**src/rtl/bt_pipe_writer.sv**
```systemverilog
// rtl/bt_pipe_writer.sv - block-throttled pipe-in initiator with LFSR/counter data source
module bt_pipe_writer #(
    parameter int BLOCK_WORDS = 256,
    parameter int GAP_CYCLES  = 2
) (
    input  logic        clk,
    input  logic        reset_n,
    input  logic        start,
    input  logic        abort,
    input  logic [15:0] num_blocks,
    input  logic        mode,
    input  logic        ep_ready,
    output logic        ep_blockstrobe,
    output logic        ep_write,
    output logic [15:0] ep_dataout,
    output logic        busy,
    output logic        done,
    output logic [15:0] blocks_sent
);

    typedef enum logic [2:0] {
        IDLE,
        WAIT_READY,
        STROBE,
        GAP,
        WRITE,
        DONE
    } state_t;

    localparam logic [31:0] LFSR_SEED = 32'h5EED_0001;
    localparam logic [15:0] WORD_LAST = 16'(BLOCK_WORDS - 1);
    localparam logic [15:0] GAP_LAST  = 16'((GAP_CYCLES > 0) ? (GAP_CYCLES - 1) : 0);
    localparam bit          HAS_GAP   = (GAP_CYCLES > 0);

    state_t      state;
    state_t      state_nxt;
    logic [15:0] word_cnt;
    logic [15:0] gap_cnt;
    logic [15:0] blocks_lat;
    logic [15:0] sent_inc;
    logic        mode_lat;
    logic [31:0] gen;
    logic [31:0] gen_nxt;
    logic        start_ok;
    logic        accept;
    logic        last_word;

    // Datapath helpers: start qualification, end-of-block detect, next generator value
    always_comb begin
        start_ok  = (state == IDLE) && start && !abort;
        accept    = start_ok && (num_blocks != 16'd0);
        last_word = (state == WRITE) && (word_cnt == WORD_LAST);
        sent_inc  = blocks_sent + 16'd1;
        if (mode_lat) begin
            gen_nxt = {gen[31:16], gen[15:0] + 16'd1};
        end else begin
            gen_nxt = {gen[30:0], gen[31] ^ gen[21] ^ gen[1] ^ gen[0]};
        end
    end

    // Next-state logic; abort overrides every other transition
    always_comb begin
        state_nxt = state;
        case (state)
            IDLE: begin
                if (start) begin
                    state_nxt = (num_blocks != 16'd0) ? WAIT_READY : DONE;
                end
            end
            WAIT_READY: begin
                if (ep_ready) begin
                    state_nxt = STROBE;
                end
            end
            STROBE: begin
                state_nxt = HAS_GAP ? GAP : WRITE;
            end
            GAP: begin
                if (gap_cnt == GAP_LAST) begin
                    state_nxt = WRITE;
                end
            end
            WRITE: begin
                if (last_word) begin
                    state_nxt = (sent_inc == blocks_lat) ? DONE : WAIT_READY;
                end
            end
            DONE: begin
                state_nxt = IDLE;
            end
            default: begin
                state_nxt = IDLE;
            end
        endcase
        if (abort) begin
            state_nxt = IDLE;
        end
    end

    // State register
    always_ff @(posedge clk or negedge reset_n) begin
        if (!reset_n) begin
            state <= IDLE;
        end else begin
            state <= state_nxt;
        end
    end

    // Phase counters: words within the current block and idle cycles after the strobe
    always_ff @(posedge clk or negedge reset_n) begin
        if (!reset_n) begin
            word_cnt <= 16'd0;
            gap_cnt  <= 16'd0;
        end else begin
            word_cnt <= (state == WRITE) ? word_cnt + 16'd1 : 16'd0;
            gap_cnt  <= (state == GAP) ? gap_cnt + 16'd1 : 16'd0;
        end
    end

    // Registered outputs decoded from the upcoming state so they align with it
    always_ff @(posedge clk or negedge reset_n) begin
        if (!reset_n) begin
            ep_blockstrobe <= 1'b0;
            ep_write       <= 1'b0;
            busy           <= 1'b0;
            done           <= 1'b0;
        end else begin
            ep_blockstrobe <= (state_nxt == STROBE);
            ep_write       <= (state_nxt == WRITE);
            busy           <= (state_nxt == WAIT_READY) || (state_nxt == STROBE) ||
                              (state_nxt == GAP) || (state_nxt == WRITE);
            done           <= (state_nxt == DONE);
        end
    end

    // Transfer parameters, completed-block count and the continuous data generator
    always_ff @(posedge clk or negedge reset_n) begin
        if (!reset_n) begin
            blocks_lat  <= 16'd0;
            mode_lat    <= 1'b0;
            blocks_sent <= 16'd0;
            gen         <= 32'd0;
            ep_dataout  <= 16'd0;
        end else begin
            if (start_ok) begin
                blocks_sent <= 16'd0;
            end else if (last_word && !abort) begin
                blocks_sent <= sent_inc;
            end
            if (accept) begin
                blocks_lat <= num_blocks;
                mode_lat   <= mode;
                gen        <= mode ? 32'd1 : LFSR_SEED;
            end else if (state_nxt == WRITE) begin
                ep_dataout <= gen[15:0];
                gen        <= gen_nxt;
            end
        end
    end

endmodule

```
**config.mk**
```make
export PLATFORM = sky130hd
export DESIGN_NAME = bt_pipe_writer
export DESIGN_NICKNAME = d
export VERILOG_FILES = /design/src/rtl/bt_pipe_writer.sv
export SDC_FILE = /design/constraint.sdc
export NUM_CORES = 1
export LEC_CHECK = 0
export CORE_MARGIN = 5
export CORE_UTILIZATION = 58
export CTS_CLUSTER_DIAMETER = 30
export CTS_CLUSTER_SIZE = 8
export DETAILED_ROUTE_END_ITERATION = 10
export MAX_ROUTING_LAYER = met4
export PLACE_DENSITY = 0.79
export SYNTH_ARGS = -nofsm -noshare
export SYNTH_HDL_FRONTEND = slang
export SYNTH_SLANG_ARGS = --single-unit
```
**constraint.sdc**
```tcl
create_clock -name clk -period 2.9 [get_ports clk]
set_input_delay 0.435 -clock clk [delete_from_list [all_inputs] [get_ports clk]]
set_output_delay 0.435 -clock clk [all_outputs]
set_load 0.005 [all_outputs]
```
==> flow_summary.toml <==
[logic_synthesis]
synth_nets = 712
ys_types = 62
yosys.area.top_type_share = 0.491
yosys_register_bits = 120
postSynth.topFlopCell = "dfrtp_1"
synth_async_sr_flop_share = 1.00
netlist_area_pre_place_um2 = 6120
cell_type_contributing_the_most_total_cell_area_after_synthesis = "dfrtp_1"
synth_enable_flop_cells = 0
sequential_element_share_of_the_synthesized_area = 0.491
synth.avg_cell_area_um2 = 8.93
synth_top_cells_by_area = "dfrtp_1, nand2_1, xor2_1"
syn-instance-count = 685
yosys_warnings = 0

[clocking]
cts_buffers = 17
postCtsSetupRepairBufs = 0
worst_skew_pair.late_latency_ns = 0.51
cts_tree = "built"
cts.repair.resized = 0
cts.root.buffer_cell = "clkbuf_8"
htreeDepth = 4
clk_transition_reported_paths_ns = 0.06
max-clock-path-buffers = 2
clkSinkCount = 120

[floorplan]
initial_core_util = 0.593
die_area_um2 = 12700
ios = 58
floorplan.rows = 37
chip_height_um = 113
core_area_um2 = 10300
dieWidth_um = 113

[worst_setup_path]
rrSetupSlack_ns = 0.19
setup.worst_path.class = "flip-flop to flip-flop"
reg2reg_from = "word_cnt[8]$_DFF_PN0_"
critical_path_arrival_ns = 3.11
cp-start-kind = "flip-flop"
worst_setup_path_end_kind = "flip-flop"
worstRegToRegCells = 8
critPathRequiredTime_ns = 3.30
worst_setup_path_startpoint = "word_cnt[8]$_DFF_PN0_"
end_of_the_worst_register_to_register_path = "gen[11]$_DFFE_PN0P_"
cp_max_fo = 12

[place]
place.port_buffers = 57
gp_congestion = 0.889
post_dp_cell_area_um2 = 6920
dpl.hpwl_um = 9890

[cells_and_area]
filler_cell_count = 764
number_of_nets_in_the_final_layout = 777
finalInstanceArea_um2 = 7440
area.growth.synth_to_final_pct = 21.6
inserted_diodes = 0
final_layout_size_suffix_gt1_frac = 0.0957

[sta]
max_freq_mhz = 368
timing_worst_slew_pin_value_ns = 0.987
grt_setup_unrepaired = "false"
max_slew_margin = 0.342
setup_viol_count_final = 0
hold_viol_final = 0
finalMaxSlewViolations = 0
timing.final.crit_share = 0.936
worst_skew_ns = 0.00783
period_needed_ns = 2.71
setup-tns-final_ns = 0

[drt]
via_per_inst = 5.83
routedWlPerCell_um = 15.9
detailedRoute.firstPassIterationCount = 7
postRouteAntennaNets = 0
drt_iter0_drc = 496
drt_wl_total_um = 14300
drc_errors = 0
routed-via-count = 5238

[outcome]
outcome = "completed"

[job]
drv_cap = 0

[global_route]
grt_max_degree = 50
grt.total_usage = 0.240
grt_pass1_vias = 5168
initial_antenna_violation_count = 0
overflow_after_grt = 0
wire_length_of_the_first_global_routing_pass_um = 24400

[min_path]
timing.hold.worst.class = "flip-flop to flip-flop"
hold_path_depth = 2
start_point_of_the_worst_min_delay_path = "ep_dataout[5]$_DFFE_PN0P_"
holdPathEnd = "ep_dataout[5]$_DFFE_PN0P_"

[pwr]
p_leak_nw = 3.15
power_density_nw_per_um2 = 554
peakVddDrop_mv = 0.473
## where the power goes
group / internal [W] / switching (W)
Clock: 0.00110 / 0.000711
Sequential: 0.00177 / 0.000109
Combinational: 0.000194 / 0.000232
## layout make-up
| cell class | instances | area (um2) | share of cell area |
|---|---|---|---|
| Multi-Input combinational cell | 512 | 2900 | 0.389 |
| Sequential cell | 120 | 3000 | 0.403 |
| Timing Repair Buffer | 85 | 806 | 0.108 |
| Clock buffer | 23 | 467 | 0.0627 |
| Inverter | 14 | 52.6 | 0.00706 |
| Tap cell | 136 | 170 | 0.0229 |
| Clock inverter | 9 | 50.0 | 0.00672 |
## cells by family after synthesis
| kind of cell | share of synthesized area |
|---|---|
| buffers and inverters | 0.0362 |
| and+or+nand+nor | 0.234 |
| adders and majority gates | 0.0119 |
| muxes | 0.0247 |
| xor gates and xnor gates | 0.0730 |
| DFF | 0.491 |
| AOI/OAI and AO/OA | 0.129 |
## sequential cells by signal, indices dropped and copies added, names as in the netlist
name,flops
blocks_lat,16
gen,32
done,1
ep_dataout,16
ep_write,1
gap_cnt,16
ep_blockstrobe,1
word_cnt,16
blocks_sent,16
mode_lat,1
state,3
busy,1
## how the worst max path moves through the flow
stage,endpoint,slack [ns],depth (start not counted)
CTS,gen[11]$_DFFE_PN0P_,0.21,8
finish,gen[11]$_DFFE_PN0P_,0.19,8
detailed placement,gen[16]$_DFFE_PN0P_,0.15,8
global placement,gen[22]$_DFFE_PN0P_,0.21,8
floorplan,blocks_sent[12]$_DFFE_PN0P_,0.41,8
global route,gen[11]$_DFFE_PN0P_,0.05,8
## metal layers
| layer | vias to the layer above | track usage | share of wire |
|---|---|---|---|
| met3 | 21 | 0.0583 | 0.061 |
| met4 | 0 | 0.0665 | 0.013 |
| li1 | 2499 | - | - |
| met1 | 2514 | 0.309 | 0.43 |
| met5 | - | - | 0 |
| met2 | 204 | 0.384 | 0.50 |
## synth_stat cells (2+ instances only)
cell	number
a21o_1	2
a21oi_1	28
a22o_1	4
a31oi_1	7
a32oi_1	5
and3_1	9
and4_1	2
buf_1	2
buf_2	3
buf_6	2
clkbuf_1	31
dfrtp_1	120
ha_1	5
inv_1	12
mux2i_1	14
nand2_1	145
nand2_2	2
nand2b_1	2
nand3_1	32
nand4_1	16
nor2_1	56
nor3_1	8
nor3b_1	3
nor4_1	9
nor4b_1	2
o21a_1	3
o21ai_0	48
o21ai_1	14
o22ai_1	2
o31ai_1	4
o31ai_2	2
o41ai_1	3
or2_2	4
or3_1	6
or4_1	2
xnor2_1	23
xor2_1	28
## stage by stage
step | instances | util | setup slack (ns) | hold slack [ns] | total power [W]
after floorplan | 685 | - | 0.414 | 0.139 | 0.00215
after global placement | 866 | 0.670 | 0.211 | 0.460 | 0.00230
after detailed placement | 866 | 0.670 | 0.153 | 0.462 | 0.00232
after CTS | 899 | 0.721 | 0.208 | 0.475 | 0.00414
after global routing | 899 | 0.721 | 0.0483 | 0.485 | 0.00431
final | 899 | 0.721 | 0.186 | 0.473 | 0.00412
## what timing repair did
| item | in CTS | in global routing |
|---|---|---|
| endpoints found under the setup margin | 0 | 0 |
| hold endpoints to repair | 47 | 0 |
| hold buffers | 1 | 0 |
## cells in the final DEF (no fill, tap or decap), types with 3 or more instances in the layout
| cell type | instances |
|---|---|
| o21ai_0 | 48 |
| ha_1 | 5 |
| dfrtp_1 | 120 |
| clkbuf_16 | 16 |
| xor2_1 | 28 |
| o21ai_1 | 14 |
| clkbuf_1 | 3 |
| buf_4 | 26 |
| nor3_1 | 8 |
| nand4_1 | 16 |
| and3_1 | 9 |
| o31ai_1 | 4 |
| mux2i_1 | 14 |
| o21a_1 | 3 |
| or2_2 | 4 |
| xnor2_1 | 23 |
| inv_1 | 12 |
| clkdlybuf4s50_1 | 56 |
| o41ai_1 | 3 |
| nor2_1 | 56 |
| nor3b_1 | 3 |
| nand3_1 | 32 |
| nor4_1 | 9 |
| a22o_1 | 4 |
| clkinv_2 | 7 |
| or3_1 | 6 |
| a31oi_1 | 7 |
| a21oi_1 | 28 |
| nand2_1 | 145 |
| a32oi_1 | 5 |
| clkbuf_8 | 4 |
## worst max-delay path, stage by stage, from the launching register on
cell	delay (ns)
dfrtp_1	0.43
or4_1	0.53
or4_4	0.53
o2bb2ai_1	0.16
o21a_1	0.22
nand2_2	0.19
inv_2	0.14
a31o_1	0.24
a22o_1	0.17
(Power assumes the default switching activity.)
